## config.mk

```make
export PLATFORM = sky130hd
export DESIGN_NAME = adc_pattern_gen_flat
export DESIGN_NICKNAME = d
export VERILOG_FILES = /design/src/rtl/adc_pattern_gen_pkg.sv /design/src/rtl/adc_pattern_gen_if.sv /design/src/rtl/adc_pattern_gen_chn.sv /design/src/rtl/adc_pattern_gen.sv /design/src/flat_wrapper.sv
export SDC_FILE = /design/constraint.sdc
export NUM_CORES = 1
export LEC_CHECK = 0
export CORE_AREA = 2 2 271 273
export CTS_CLUSTER_SIZE = 20
export DETAILED_ROUTE_END_ITERATION = 6
export DIE_AREA = 0 0 273 275
export GPL_TIMING_DRIVEN = 0
export HOLD_SLACK_MARGIN = 0.02
export SYNTH_ARGS = -nofsm -noshare
export SYNTH_HDL_FRONTEND = slang
export SYNTH_SLANG_ARGS = --single-unit
```

## constraint.sdc

```tcl
create_clock -name clk_i -period 3.35 [get_ports clk_i]
set_input_delay 0.335 -clock clk_i [delete_from_list [all_inputs] [get_ports clk_i]]
set_output_delay 0.335 -clock clk_i [all_outputs]
set_load 0.02 [all_outputs]
```

## src/rtl/adc_pattern_gen_pkg.sv

```systemverilog
// adc_pattern_pkg: shared definitions for the ADC test-pattern generator.
//   pat_mode_e  - per-channel pattern selector (codes 6 and 7 behave as CONST)
//   PRBS_*      - width and feedback taps of the PRBS15 (x^15 + x^14 + 1) LFSR
//   pat_fmt()   - output format: straight, or invert every bit below the MSB
package adc_pattern_pkg;

    typedef enum logic [2:0] {
        PAT_CONST = 3'd0,
        PAT_UP    = 3'd1,
        PAT_DOWN  = 3'd2,
        PAT_WALK  = 3'd3,
        PAT_PRBS  = 3'd4,
        PAT_TRI   = 3'd5
    } pat_mode_e;

    localparam int PRBS_W      = 15;
    localparam int PRBS_TAP_HI = 14;
    localparam int PRBS_TAP_LO = 13;
    localparam int PAT_MAX_DW  = 16;

    // Works on the widest supported sample; callers slice back to their DW.
    function automatic logic [PAT_MAX_DW-1:0] pat_fmt(input logic [PAT_MAX_DW-1:0] value,
                                                      input logic                  fmt,
                                                      input int                    dw);
        logic [PAT_MAX_DW-1:0] mask;
        mask = (PAT_MAX_DW'(1) << (dw - 1)) - PAT_MAX_DW'(1);
        return fmt ? (value ^ mask) : value;
    endfunction

endpackage

```

## src/rtl/adc_pattern_gen_if.sv

```systemverilog
// adc_pattern_gen_if: sample stream from the pattern generator to the acquisition path.
//   dat     - CHN packed samples, channel n at [DW*n +: DW]
//   dat_vld - sample valid, held with stable data until accepted
//   dat_rdy - downstream ready
// master = generator side, slave = consumer side.
interface adc_pattern_gen_if #(
    parameter int CHN = 4,
    parameter int DW  = 14
) ();
    logic [CHN*DW-1:0] dat;
    logic              dat_vld;
    logic              dat_rdy;

    modport master (output dat, output dat_vld, input dat_rdy);
    modport slave  (input dat, input dat_vld, output dat_rdy);
endinterface

```

## src/rtl/adc_pattern_gen_chn.sv

```systemverilog
// adc_pattern_chn: one channel of the pattern generator.
//   clk_i, rstn_i - sample clock, async active-low reset
//   ld_i          - reload channel state from init_i (priority over adv_i)
//   adv_i         - step the pattern to its next value
//   mode_i        - pattern selector (pat_mode_e code)
//   init_i        - start value / PRBS seed
//   max_i         - wrap/turn value for the counter modes
//   s_o           - current channel state S (unformatted)
module adc_pattern_chn
    import adc_pattern_pkg::*;
#(
    parameter int DW = 14
) (
    input  logic          clk_i,
    input  logic          rstn_i,
    input  logic          ld_i,
    input  logic          adv_i,
    input  logic [2:0]    mode_i,
    input  logic [DW-1:0] init_i,
    input  logic [DW-1:0] max_i,
    output logic [DW-1:0] s_o
);

    logic [DW-1:0]     r_s;
    logic [PRBS_W-1:0] r_lfsr;
    logic              r_dir;

    logic [DW-1:0]     w_s_nxt;
    logic [PRBS_W-1:0] w_lfsr_nxt;
    logic [PRBS_W-1:0] w_lfsr_step;
    logic [PRBS_W-1:0] w_seed_raw;
    logic [PRBS_W-1:0] w_seed;
    logic              w_dir_nxt;

    assign w_lfsr_step = {r_lfsr[PRBS_W-2:0], r_lfsr[PRBS_TAP_HI] ^ r_lfsr[PRBS_TAP_LO]};
    // A zero seed would lock the LFSR, so it is replaced by 1.
    assign w_seed_raw  = PRBS_W'(init_i);
    assign w_seed      = (w_seed_raw == '0) ? PRBS_W'(1) : w_seed_raw;

    always_comb begin
        w_s_nxt    = r_s;
        w_dir_nxt  = r_dir;
        w_lfsr_nxt = r_lfsr;
        case (mode_i)
            PAT_UP:   w_s_nxt = (r_s >= max_i) ? '0 : r_s + DW'(1);
            PAT_DOWN: w_s_nxt = (r_s == '0 || r_s > max_i) ? max_i : r_s - DW'(1);
            PAT_WALK: w_s_nxt = (r_s == '0) ? DW'(1) : {r_s[DW-2:0], r_s[DW-1]};
            PAT_PRBS: begin
                w_lfsr_nxt = w_lfsr_step;
                w_s_nxt    = DW'(w_lfsr_step);
            end
            PAT_TRI: begin
                // Turning points are emitted once; a state outside [0, max]
                // (after a mid-run max change) is pulled back to max.
                if (max_i == '0) begin
                    w_s_nxt   = '0;
                    w_dir_nxt = 1'b0;
                end else if (!r_dir) begin
                    if (r_s >= max_i) begin
                        w_dir_nxt = 1'b1;
                        w_s_nxt   = (r_s == max_i) ? max_i - DW'(1) : max_i;
                    end else begin
                        w_s_nxt = r_s + DW'(1);
                    end
                end else begin
                    if (r_s == '0) begin
                        w_dir_nxt = 1'b0;
                        w_s_nxt   = DW'(1);
                    end else if (r_s > max_i) begin
                        w_s_nxt = max_i;
                    end else begin
                        w_s_nxt = r_s - DW'(1);
                    end
                end
            end
            default: ;
        endcase
    end

    always_ff @(posedge clk_i or negedge rstn_i) begin
        if (!rstn_i) begin
            r_s    <= '0;
            r_lfsr <= PRBS_W'(1);
            r_dir  <= 1'b0;
        end else if (ld_i) begin
            // In PRBS mode the first sample is the (possibly forced) seed itself.
            r_s    <= (mode_i == PAT_PRBS) ? DW'(w_seed) : init_i;
            r_lfsr <= w_seed;
            r_dir  <= 1'b0;
        end else if (adv_i) begin
            r_s    <= w_s_nxt;
            r_lfsr <= w_lfsr_nxt;
            r_dir  <= w_dir_nxt;
        end
    end

    assign s_o = r_s;

endmodule

```

## src/rtl/adc_pattern_gen.sv

```systemverilog
// adc_pattern_gen: multi-channel ADC test-pattern source with valid/ready
// backpressure and a programmable periodic trigger.
//   clk_i, rstn_i  - sample clock, async active-low reset
//   cfg_en_i       - generator enable (rising level reloads all channels)
//   sync_i         - single-cycle restart of all channels and the trigger
//   cfg_mode_i     - per-channel mode, channel n at [3n+2:3n]
//   cfg_fmt_i      - per-channel format, 1 = invert bits [DW-2:0]
//   cfg_init_i     - per-channel start value / seed
//   cfg_max_i      - shared wrap/turn value
//   cfg_trg_per_i  - trigger period minus 1, 0 disables the trigger
//   cfg_trg_len_i  - trigger pulse length in cycles
//   dat_if         - sample stream (master side)
//   trg_o          - registered trigger pulse
module adc_pattern_gen
    import adc_pattern_pkg::*;
#(
    parameter int CHN = 4,
    parameter int DW  = 14,
    parameter int TW  = 32
) (
    input  logic              clk_i,
    input  logic              rstn_i,
    input  logic              cfg_en_i,
    input  logic              sync_i,
    input  logic [CHN*3-1:0]  cfg_mode_i,
    input  logic [CHN-1:0]    cfg_fmt_i,
    input  logic [CHN*DW-1:0] cfg_init_i,
    input  logic [DW-1:0]     cfg_max_i,
    input  logic [TW-1:0]     cfg_trg_per_i,
    input  logic [TW-1:0]     cfg_trg_len_i,
    adc_pattern_gen_if.master dat_if,
    output logic              trg_o
);

    logic              r_en;
    logic [CHN*DW-1:0] r_dat;
    logic              r_vld;
    logic              r_trg;
    logic [TW-1:0]     r_cnt;

    logic              w_ld;
    logic              w_adv;
    logic [CHN*DW-1:0] w_dat_nxt;
    logic [DW-1:0]     w_s     [CHN];
    logic [PAT_MAX_DW-1:0] w_fmt16 [CHN];

    assign w_ld  = cfg_en_i && (!r_en || sync_i);
    assign w_adv = cfg_en_i && !w_ld && (!r_vld || dat_if.dat_rdy);

    for (genvar n = 0; n < CHN; n++) begin : g_chn
        adc_pattern_chn #(.DW(DW)) u_chn (
            .clk_i  (clk_i),
            .rstn_i (rstn_i),
            .ld_i   (w_ld),
            .adv_i  (w_adv),
            .mode_i (cfg_mode_i[3*n +: 3]),
            .init_i (cfg_init_i[DW*n +: DW]),
            .max_i  (cfg_max_i),
            .s_o    (w_s[n])
        );
        assign w_fmt16[n]              = pat_fmt(PAT_MAX_DW'(w_s[n]), cfg_fmt_i[n], DW);
        assign w_dat_nxt[DW*n +: DW]   = w_fmt16[n][DW-1:0];
    end

    always_ff @(posedge clk_i or negedge rstn_i) begin
        if (!rstn_i) begin
            r_en  <= 1'b0;
            r_dat <= '0;
            r_vld <= 1'b0;
            r_trg <= 1'b0;
            r_cnt <= '0;
        end else begin
            r_en <= cfg_en_i;
            if (!cfg_en_i || w_ld) begin
                // Disable freezes the data; reload restarts trigger and stream.
                r_vld <= 1'b0;
                r_trg <= 1'b0;
                r_cnt <= '0;
            end else begin
                // Trigger counter free-runs regardless of backpressure.
                r_cnt <= (r_cnt == cfg_trg_per_i) ? '0 : r_cnt + TW'(1);
                r_trg <= (cfg_trg_per_i != '0) && (r_cnt < cfg_trg_len_i);
                if (w_adv) begin
                    r_dat <= w_dat_nxt;
                    r_vld <= 1'b1;
                end
            end
        end
    end

    assign dat_if.dat     = r_dat;
    assign dat_if.dat_vld = r_vld;
    assign trg_o          = r_trg;

endmodule

```

## src/flat_wrapper.sv

```systemverilog
// flat-port wrapper written by rule: the top's interface ports become plain ports
module adc_pattern_gen_flat import adc_pattern_pkg::*;
#(
    parameter int CHN = 4,
    parameter int DW  = 14,
    parameter int TW  = 32
)
  (clk_i, rstn_i, cfg_en_i, sync_i, cfg_mode_i, cfg_fmt_i, cfg_init_i, cfg_max_i, cfg_trg_per_i, cfg_trg_len_i, trg_o, dat_if_dat, dat_if_dat_vld, dat_if_dat_rdy);
  adc_pattern_gen_if #(.CHN(CHN), .DW(DW)) dat_if_i ();
  input  logic clk_i;
  input  logic rstn_i;
  input  logic cfg_en_i;
  input  logic sync_i;
  input  logic [CHN*3-1:0] cfg_mode_i;
  input  logic [CHN-1:0] cfg_fmt_i;
  input  logic [CHN*DW-1:0] cfg_init_i;
  input  logic [DW-1:0] cfg_max_i;
  input  logic [TW-1:0] cfg_trg_per_i;
  input  logic [TW-1:0] cfg_trg_len_i;
  output logic trg_o;
  output wire logic [$bits(dat_if_i.dat)-1:0] dat_if_dat;
  output wire logic [$bits(dat_if_i.dat_vld)-1:0] dat_if_dat_vld;
  input wire logic [$bits(dat_if_i.dat_rdy)-1:0] dat_if_dat_rdy;
  assign dat_if_dat = dat_if_i.dat;
  assign dat_if_dat_vld = dat_if_i.dat_vld;
  assign dat_if_i.dat_rdy = dat_if_dat_rdy;
  adc_pattern_gen #(.CHN(CHN), .DW(DW), .TW(TW)) u_core (.clk_i(clk_i), .rstn_i(rstn_i), .cfg_en_i(cfg_en_i), .sync_i(sync_i), .cfg_mode_i(cfg_mode_i), .cfg_fmt_i(cfg_fmt_i), .cfg_init_i(cfg_init_i), .cfg_max_i(cfg_max_i), .cfg_trg_per_i(cfg_trg_per_i), .cfg_trg_len_i(cfg_trg_len_i), .dat_if(dat_if_i), .trg_o(trg_o));
endmodule
```

==> results.md, run 1 <==
- H-tree level count: 1
- Yosys cell types: 79
- Initial DRT Pass Iterations: 5
- Dpl cells: 3441
- Setup slack, reg-to-reg: 10 ps
- Drt via density: 5.49
- Synthesized Nets: 2532
- RSZ-0062 raised after global routing: true
- Total GRT Usage: 0.211
- Pint: 0.00631 W
- # setup viols final: 1
- Non-Filler Instances: 3516
- Critical Path RT: 3830 ps
- Number of synthesized register bits: 211
- Vias in the first global route: 18.5k
- Hold Vio Cnt, Final: 0
- P&R area growth vs syn: 27.6%
- First-pass GRT wire length: 121 mm
- Initial antenna violation count: 6
- Critical Path, Cell by Cell: dlygate4sd2_1 > clkbuf_4 > inv_2 > ha_2 > nand2b_1 > or4_4 > nor3_1 > xnor2_2 > a2111oi_4 > a221oi_1 > a21oi_1
- Final #Nets: 2790
- Fmax: 297 MHz
- HP Start: cfg_fmt_i[0]
- Register area: 5290 um^2
- CTS tree: done
- Yosys warning total: 0
- Area of the die: 75100 um^2
- Post-Syn Instances: 2275
- Main synth FF type: dfrtp_1
- Wirelength, routed: 82.2 mm
- Routability cong.: 0.970
- Crit path time final: 3360 ps
- Worst-margin pin slew: 1150 ps
- Worst setup margin: -12.9 ps
- Total CTS buffers: 26
- Largest net degree at the start of global routing: 96
- Register area share after synthesis: 0.297
- Worst Hold Path EP: u_core.dat_if.dat[0]
- Clock buffer depth: 3
- CP startpoint kind: input port
- Hold Path Depth: 3
- Layout cells sized above 1: 0.0803
- Syn avg cell area: 7.83 um^2
- Sw Ratio: 0.393
- Die extent in y: 275 um
- Type of the worst setup path: in2reg
- Min Hold Slack: 163 ps
- Critical Path End Type: flop
- Reg2reg end: u_core.g_chn[1].u_chn.r_dir
- Clock latency on the worst-skew pair: 570 ps
- Fill cells: 7751
- Max-Cap Viols: 0
- Failing checks: negative setup slack
- Top-level I/O count: 213
- Net Switching: 0.00408 W
- CP Max Fanout: 10
- Reg power frac: 0.313
- Slowest stage cell, crit path: or4_4
- Final ANT Viol Nets: 0
- Drt drc: 0
- EDFF count, synth: 0
- Status: finished, violations left
- PortBufs: 203
- RR Startpoint: u_core.r_en
- Pins over their slew limit: 0
- DR WL/cell: 23.4 um
- Initial core utilization: 0.246
- PwrDens: 457 nW/um^2
- Hold WC Path Type: in2reg
- Combinational Power Share: 0.385
- FF-to-FF path depth: 7
- Worst VDD drop: 0.381 mV
- 1st-iter DRT viols: 1797
- Crit share post-route: 1.00
- Crit path arrival time: 3840 ps
- FP Rows: 99
- Lkg Pwr: 9.01 nW
- Crit path largest cell delay: 530 ps
- Setup Skew: 21.9 ps
- Post-DP HPWL: 62.2 mm
- Clock Power Share: 0.302
- Root Buffer: clkbuf_16
- Clock transition at path regs: 70 ps
- CORE AREA: 72300 um^2
- Clk sinks: 211
- Via count: 19.3k
- FFs w/ async S/R, synth: 1.00
- Cell area after synthesis: 17800 um^2
- Total grt overflow: 0
- Die X: 273 um
- Max_slew headroom: 0.230
- Area of the multi-input gates: 11900 um^2
## cells by family (layout without fill, tap and decap cells)
kind of cell	after synthesis	in the layout	synth area share
AOI/OAI and AO/OA	632	632	0.233
xor gates and xnor gates	221	221	0.109
adders and majority gates	102	102	0.0716
buffers and inverters	252	530	0.0551
DFF	211	211	0.297
muxes	15	15	0.00863
other	0	4	0
and+or+nand+nor	842	842	0.227
## critical path, delay by kind of cell
kind	cells	cell delay (ps)
simple gates	3	1000
fa+ha+maj	1	340
compound gates	3	900
xor+xnor	1	270
buf+inv	3	960
## worst max path at each step
| stage | end | start | cells after the start | slack (ps) |
|---|---|---|---|---|
| 2_1_floorplan | u_core.g_chn[0].u_chn.s_o[10] | cfg_max_i[3] | 13 | 30 |
| 3_3_place_gp | u_core.dat_if.dat[42] | rstn_i | 1 | -7930 |
| 3_5_place_dp | u_core.g_chn[3].u_chn.s_o[1] | cfg_max_i[3] | 12 | -2080 |
| 4_1_cts | u_core.g_chn[0].u_chn.s_o[12] | cfg_max_i[0] | 12 | -50 |
| 5_1_grt | u_core.g_chn[1].u_chn.s_o[5] | cfg_max_i[8] | 13 | -50 |
| 6_report | u_core.g_chn[2].u_chn.s_o[8] | cfg_max_i[0] | 11 | -10 |
## repair_timing
item | 4_1_cts | 5_1_grt
resized for setup | 84 | 55
setup endpoints to repair | 124 | 71
hold endpoints to repair | 44 | 0
hold buffers | 1 | 0
pin swaps | 4 | 12
buffers inserted | 19 | 11
## cells in the final DEF, fill, tap and decap left out, types with 61 or more instances in the layout
master,synthesis,routed
a21oi_1,125,123
ha_1,102,100
xor2_1,100,100
dfrtp_1,207,207
nor2_1,175,172
a31oi_1,66,65
clkdlybuf4s50_1,0,196
nand2_1,315,315
nand3_1,67,66
clkbuf_1,154,121
o21ai_0,154,148
xnor2_1,121,119
inv_1,69,61
## cell type report
type / count / share of cell area
Multi-Input combinational cell: 1812 / 0.522
Sequential cell: 211 / 0.232
Timing Repair Buffer: 238 / 0.104
Tap cell: 959 / 0.0528
Buffer: 173 / 0.0358
Clock buffer: 36 / 0.0330
Inverter: 71 / 0.0128
Clock inverter: 12 / 0.00765
Antenna cell: 4 / 0.000440
## cells in the mapped netlist, types with 4 or more instances
master	instances	area (um^2)
nor2_1	175	657
dfstp_2	4	105
nor2b_1	26	163
nand2b_1	18	113
dfrtp_1	207	5180
ha_1	102	1280
o21ai_0	154	771
o2111ai_1	6	52.6
buf_1	13	48.8
a311oi_1	14	123
or4_1	16	120
nor3_1	45	225
nand3_1	67	335
a31oi_1	66	413
a22oi_1	9	67.6
nand2_1	315	1180
and4_1	13	114
clkbuf_1	154	578
o21a_1	8	60.1
nor4_1	45	282
o21ai_1	8	40.0
xor2_1	100	876
a21o_1	19	143
mux2i_1	12	120
inv_1	69	259
a211oi_1	14	105
o221a_2	4	45.0
or2_2	5	31.3
and2_1	22	138
xnor2_1	121	1060
nand4_1	37	231
o211ai_1	32	240
and3_1	17	106
a221oi_1	55	482
a221o_1	28	280
a211o_1	5	43.8
o31ai_1	7	52.6
o221ai_1	13	114
or3_1	17	106
buf_2	11	55.1
o22ai_1	37	231
a21oi_1	125	626
## sequential cells by signal (all words and copies together), names as in the netlist
signal,cells
u_core.g_chn.u_chn.r_lfsr,60
u_core.dat_if.dat,56
u_core.g_chn.u_chn.s_o,56
u_core.r_cnt,32
u_core.g_chn.u_chn.r_dir,4
u_core.dat_if.dat_vld,1
u_core.r_en,1
u_core.trg_o,1
## stage by stage
stage	util	setup TNS, ps	worst slack (ps)	area [um^2]	power (W)
after floorplan	-	0	28.0	17800	0.00539
after global placement	0.291	-1844400	-7930	21100	0.00702
after detailed placement	0.292	-165030	-2080	21200	0.00703
after CTS	0.311	-45.8	-45.8	22500	0.0103
after global routing	0.314	-142	-45.5	22700	0.0109
final	0.314	-12.9	-12.9	22700	0.0104
## power by group through the flow
stage | clock network [W] | logic [W] | registers, W
after floorplan | 0 | 0.00202 | 0.00337
after global placement | 0 | 0.00375 | 0.00327
after detailed placement | 0 | 0.00375 | 0.00328
after CTS | 0.00319 | 0.00386 | 0.00324
after global routing | 0.00330 | 0.00428 | 0.00329
final | 0.00314 | 0.00399 | 0.00325
## routing by layer
metal	GRT usage	up-vias	part of all wire
met4	0.0894	6	0.042
met2	0.335	958	0.45
met3	0.0466	186	0.091
met5	0	-	0.00034
met1	0.277	9354	0.42
li1	-	8810	-
Power figures use the tool's default switching activity.
==> run 2: changes to the inputs <==
==> constraint.sdc (replaced) <==
create_clock -name clk_i -period 3.25 [get_ports clk_i]
set_input_delay 0.325 -clock clk_i [delete_from_list [all_inputs] [get_ports clk_i]]
set_output_delay 0.325 -clock clk_i [all_outputs]
set_load 0.02 [all_outputs]
==> run 2 against run 1 <==
The flow now finishes without violations; via count is 1.1% higher; non-clock buffer count rose by 6; final cell count is essentially flat; critical endpoint unchanged; largest cell class unchanged; highest routed layer unchanged.
==> results.md, run 2 (synthesis gave the netlist of run 1 again) <==
- Status: complete, no violations
- Initial core utilization: 0.246
- Max-Cap Viols: 0
- Critical Path End Type: flop
- Clock latency on the worst-skew pair: 580 ps
- Critical Path Source: cfg_max_i[0]
- Setup_tns: 0 ps
- Die extent in y: 275 um
- RSZ-0062 raised after global routing: false
- Number of flip-flops under the largest register name: 60
- Wirelength, routed: 81.7 mm
- Final #Nets: 2797
- CORE AREA: 72300 um^2
- Commonest non-fill, non-tap cell in the layout: nand2_1
- Worst VDD drop: 0.354 mV
- Initial DRT Pass Iterations: 5
- Top delay family on crit path: buffers and inverters
- Fill cells: 7795
- # setup viols final: 0
- Die X: 273 um
- Root Buffer: clkbuf_16
- CP startpoint kind: input port
- Total GRT Usage: 0.211
- Max_slew headroom: 0.199
- Drt drc: 0
- H-tree level count: 1
- Clk sinks: 211
- Largest net degree at the start of global routing: 85
- Met2 usage: 0.327
- Drt via density: 5.55
- Total CTS buffers: 27
- PortBufs: 203
- 1st-iter DRT viols: 2202
- Clock transition at path regs: 60 ps
- CTS tree: done
- P&R area growth vs syn: 28.1%
- FP Rows: 99
- Fmax: 310 MHz
- Initial antenna violation count: 6
- Critical Path RT: 3730 ps
- Slowest stage cell, crit path: or4_4
- Crit path largest cell delay: 520 ps
- Commonest non-fill, non-tap cells in the layout: nand2_1 (314), dfrtp_1 (205), clkdlybuf4s50_1 (194)
- Lkg Pwr: 9.05 nW
- HP Start: cfg_fmt_i[3]
- Area of the die: 75100 um^2
- RR Startpoint: u_core.g_chn[1].u_chn.s_o[8]
- Hold Vio Cnt, Final: 0
- Crit path arrival time: 3710 ps
- Buffers and inverters on the worst path: 3
- Met1 Resource Use GR: 0.276
- Type of the worst setup path: in2reg
- CP Max Fanout: 10
- Post-DP HPWL: 61.3 mm
- Critical Path, Cell by Cell: dlygate4sd2_1 > clkbuf_4 > inv_2 > ha_2 > nand2b_1 > or4_4 > nor3_2 > xnor2_2 > a2111oi_4 > a221oi_1 > a21oi_1
- Top-level I/O count: 213
- DR WL/cell: 23.2 um
- Hold WC Path Type: in2reg
- First-pass GRT wire length: 121 mm
- Pins over their slew limit: 0
- Vias in the first global route: 18.6k
- Met3 GRT Util: 0.0476
- Routability cong.: 0.981
- Setup Skew: 26.0 ps
- Dpl ws: -2140 ps
- Crit path time final: 3230 ps
- Crit share post-route: 0.993
- Busiest grt layer: met2
- Clock buffer depth: 3
- Largest register by flop count: u_core.g_chn.u_chn.r_lfsr
- Via count: 19.5k
- Worst setup margin: 23.9 ps
- Final ANT Viol Nets: 0
- Worst-margin pin slew: 1200 ps
- Total grt overflow: 0
- PwrDens: 470 nW/um^2
- Layout cells sized above 1: 0.0872
run 2: cell types whose count changed in the layout (fill, tap and decap cells not counted), moves of 3 or more:
| cell | change |
|---|---|
| buf_4 | +8 |
| buf_2 | +3 |
| clkbuf_1 | -3 |
| clkbuf_8 | +3 |
run 2: path summary, 6_finish.rpt:
| path | slack (ps) | cells after the start | end |
|---|---|---|---|
| min in group asynchronous | 290 | 2 | u_core.r_cnt[7] |
| hold / removal | 170 | 3 | u_core.dat_if.dat[42] |
| setup reg to reg | 70 | 8 | u_core.g_chn[1].u_chn.s_o[11] |
| setup / recovery | 20 | 11 | u_core.g_chn[2].u_chn.s_o[8] |
| hold reg to reg | 480 | 2 | u_core.dat_if.dat[52] |
| max in group asynchronous | 1730 | 4 | u_core.dat_if.dat[52] |
run 2: cell type report:
type	instances	area [um^2]	share of cell area
multi-input combinational	1812	11900	0.521
sequential	211	5290	0.232
timing repair buffer	244	2380	0.104
tap	959	1200	0.0526
buffer	173	838	0.0367
clock buffer	39	791	0.0346
inverter	71	290	0.0127
clock inverter	6	130	0.00570
antenna	3	7.51	0.000329
run 2: per-stage QoR:
stage	area, um^2	cells	power, W	hold WS, ps	util
after CTS	22600	3505	0.0106	154	0.312
after global routing	22800	3515	0.0112	211	0.315
after detailed placement	21200	3441	0.00722	307	0.292
final	22800	3518	0.0107	169	0.316
after floorplan	17800	2275	0.00556	29.4	-
after global placement	21100	3437	0.00720	462	0.291
run 2: tightest hold or removal path, stage by stage:
cell and delay (ps):
clkbuf_1 140, xnor2_1 160, o21ai_0 60
run 2: what timing repair did:
action,4_1_cts,5_1_grt
endpoints found under the hold margin,62,0
gates resized for setup,107,55
hold buffers,1,0
setup endpoints to repair,130,69
pin swaps,6,12
setup buffers,21,15
run 2: power breakdown:
group | leakage, nW | switching (W) | internal (W)
Clock | 0.453 | 0.00128 | 0.00198
Combinational | 6.05 | 0.00254 | 0.00156
Sequential | 2.55 | 0.000351 | 0.00301
run 2: routing by layer:
metal  vias up  part of all wire
li1       8819                 -
met4         6             0.053
met1      9387              0.41
met2      1080              0.44
met3       236              0.10
met5         -           0.00047
==> run 3: changes to the inputs <==
--- a/config.mk
+++ b/config.mk
@@ -5,6 +5,7 @@
 export SDC_FILE = /design/constraint.sdc
 export NUM_CORES = 1
 export LEC_CHECK = 0
+export ABC_CLOCK_PERIOD_IN_PS = 3200
 export CORE_AREA = 2 2 271 273
 export CTS_CLUSTER_SIZE = 20
 export DETAILED_ROUTE_END_ITERATION = 6
==> constraint.sdc (replaced) <==
create_clock -name clk_i -period 3.2 [get_ports clk_i]
set_input_delay 0.32 -clock clk_i [delete_from_list [all_inputs] [get_ports clk_i]]
set_output_delay 0.32 -clock clk_i [all_outputs]
set_load 0.02 [all_outputs]
==> run 3 against run 2 <==
The flow now finishes with violations (design-rule violations); non-clock buffer count rose by 1; count of clock-buffer cells in the layout unchanged; power grew 1.5%; first-iteration DRC count is 8.4% lower; combinational power grew 1%; sequential cell count did not move; critical path type unchanged; largest power group unchanged.
==> results.md, run 3 (synthesis gave the netlist of run 1 again) <==
- Initial core utilization: 0.246
- Setup slack, reg-to-reg: 70 ps
- Failing checks: design-rule violations
- Max-Cap Viols: 0
- CORE AREA: 72300 um^2
- FF-to-FF path depth: 11
- Clock buffer depth: 3
- Critical Path RT: 3670 ps
- CP Max Fanout: 10
- Commonest non-fill, non-tap cells in the layout: nand2_1 (314), dfrtp_1 (203), clkdlybuf4s50_1 (193)
- Initial antenna violation count: 6
- Total CTS buffers: 27
- RR Startpoint: u_core.g_chn[0].u_chn.s_o[3]
- Top-level I/O count: 213
- Slowest stage cell, crit path: or4_4
- Fill cells: 7789
- PortBufs: 203
- H-tree level count: 1
- Reg2reg end: u_core.g_chn[0].u_chn.s_o[4]
- FP Rows: 99
- CP startpoint kind: input port
- Die extent in y: 275 um
- Hold Vio Cnt, Final: 0
- Critical Path, Cell by Cell: dlygate4sd2_1 > clkbuf_4 > inv_2 > ha_2 > nand2b_1 > or4_4 > nor4_2 > xnor2_2 > mux2_2 > o211ai_1 > o21ai_0 > o221ai_1
- Root Buffer: clkbuf_16
- HP Start: cfg_fmt_i[3]
- DR WL/cell: 23.2 um
- Top delay family on crit path: simple AND/OR/NAND/NOR gates
- Clock transition at path regs: 60 ps
- Worst-margin pin slew: 1210 ps
- Largest net degree at the start of global routing: 85
- Crit path largest cell delay: 520 ps
- Type of the worst setup path: in2reg
- Via count: 19.6k
- Total GRT Usage: 0.211
- Largest register by flop count: u_core.g_chn.u_chn.r_lfsr
- Crit path time final: 3170 ps
- 1st-iter DRT viols: 2016
- Pins over their slew limit: 0
- CTS tree: done
- PwrDens: 477 nW/um^2
- Setup_tns: 0 ps
- Drt drc: 6
- Clk sinks: 211
- Fmax: 316 MHz
- Number of flip-flops under the largest register name: 60
- Power, Total: 0.0109 W
- Buffers and inverters on the worst path: 3
- # setup viols final: 0
- Lkg Pwr: 9.07 nW
- Hold Path Depth: 3
- Max_slew headroom: 0.196
- Crit path arrival time: 3630 ps
- Drt via density: 5.56
- Post-DP HPWL: 61.3 mm
- Vias in the first global route: 18.6k
- Total grt overflow: 0
- Area of the die: 75100 um^2
- Worst VDD drop: 0.347 mV
- Crit share post-route: 0.990
- Routability cong.: 0.981
- Hold WC Path Type: in2reg
- Layout cells sized above 1: 0.0880
- Final ANT Viol Nets: 0
- RSZ-0062 raised after global routing: false
- Critical Path End Type: flop
- First-pass GRT wire length: 121 mm
- P&R area growth vs syn: 28.0%
- Setup Skew: 28.0 ps
- Final #Nets: 2798
- Wirelength, routed: 81.5 mm
- Initial DRT Pass Iterations: 7
- Die X: 273 um
- Commonest non-fill, non-tap cell in the layout: nand2_1
- Clock latency on the worst-skew pair: 580 ps
- Worst Hold Path EP: u_core.dat_if.dat[42]
- Status: finished, violations left
[run 3: worst max path at each step]
stage,slack (ps),end,cells past startpoint,start
floorplan,30,u_core.g_chn[0].u_chn.s_o[10],13,cfg_max_i[3]
global placement,-8150,u_core.dat_if.dat[43],1,rstn_i
detailed placement,-2190,u_core.g_chn[1].u_chn.s_o[6],12,cfg_max_i[7]
CTS,2,u_core.g_chn[1].u_chn.s_o[13],9,u_core.g_chn[1].u_chn.s_o[8]
global route,2,u_core.g_chn[1].u_chn.s_o[7],13,cfg_max_i[11]
finish,30,u_core.g_chn[0].u_chn.s_o[12],12,cfg_max_i[0]
[run 3: metrics by stage]
step           cells  setup WS [ps]  utilization  instance area (um^2)  hold WS (ps)
2_1_floorplan   2275           29.1            -                 17800          24.4
5_1_grt         3517           1.59        0.315                 22800           206
3_5_place_dp    3441          -2190        0.292                 21200           302
6_report        3520           32.5        0.315                 22800           164
3_3_place_gp    3437          -8150        0.291                 21100           462
4_1_cts         3503           2.35        0.313                 22600           149
[run 3: worst min-delay path: stages]
cell and delay [ps]:
clkbuf_1 140, xnor2_1 160, o21ai_0 60
[run 3: cell type report]
class                      instances  area [um^2]  share of cell area
clock inverter                     6          130             0.00570
clock buffer                      39          791              0.0346
multi-input combinational       1812        11900               0.520
timing repair buffer             246         2400               0.105
sequential                       211         5290               0.232
inverter                          71          290              0.0127
tap                              959         1200              0.0526
antenna                            4         10.0            0.000439
buffer                           172          837              0.0367
[run 3: metal layers]
layer  track usage  wire length (um)
met5             0                27
met4         0.108              4440
met3        0.0490              8210
met2         0.326             35700
met1         0.274             33100
[run 3: power by group]
| part | switching (W) | internal (W) | total, W |
|---|---|---|---|
| sequential | 0.000363 | 0.00305 | 0.00342 |
| combinational | 0.00257 | 0.00158 | 0.00415 |
| clock | 0.00130 | 0.00201 | 0.00332 |
| total | 0.00423 | 0.00665 | 0.0109 |
[run 3: timing repair]
action,4_1_cts,5_1_grt
endpoints found under the hold margin,62,0
pin swaps,6,11
hold buffers,1,0
buffers inserted,21,17
resized for setup,114,54
endpoints found under the setup margin,146,75
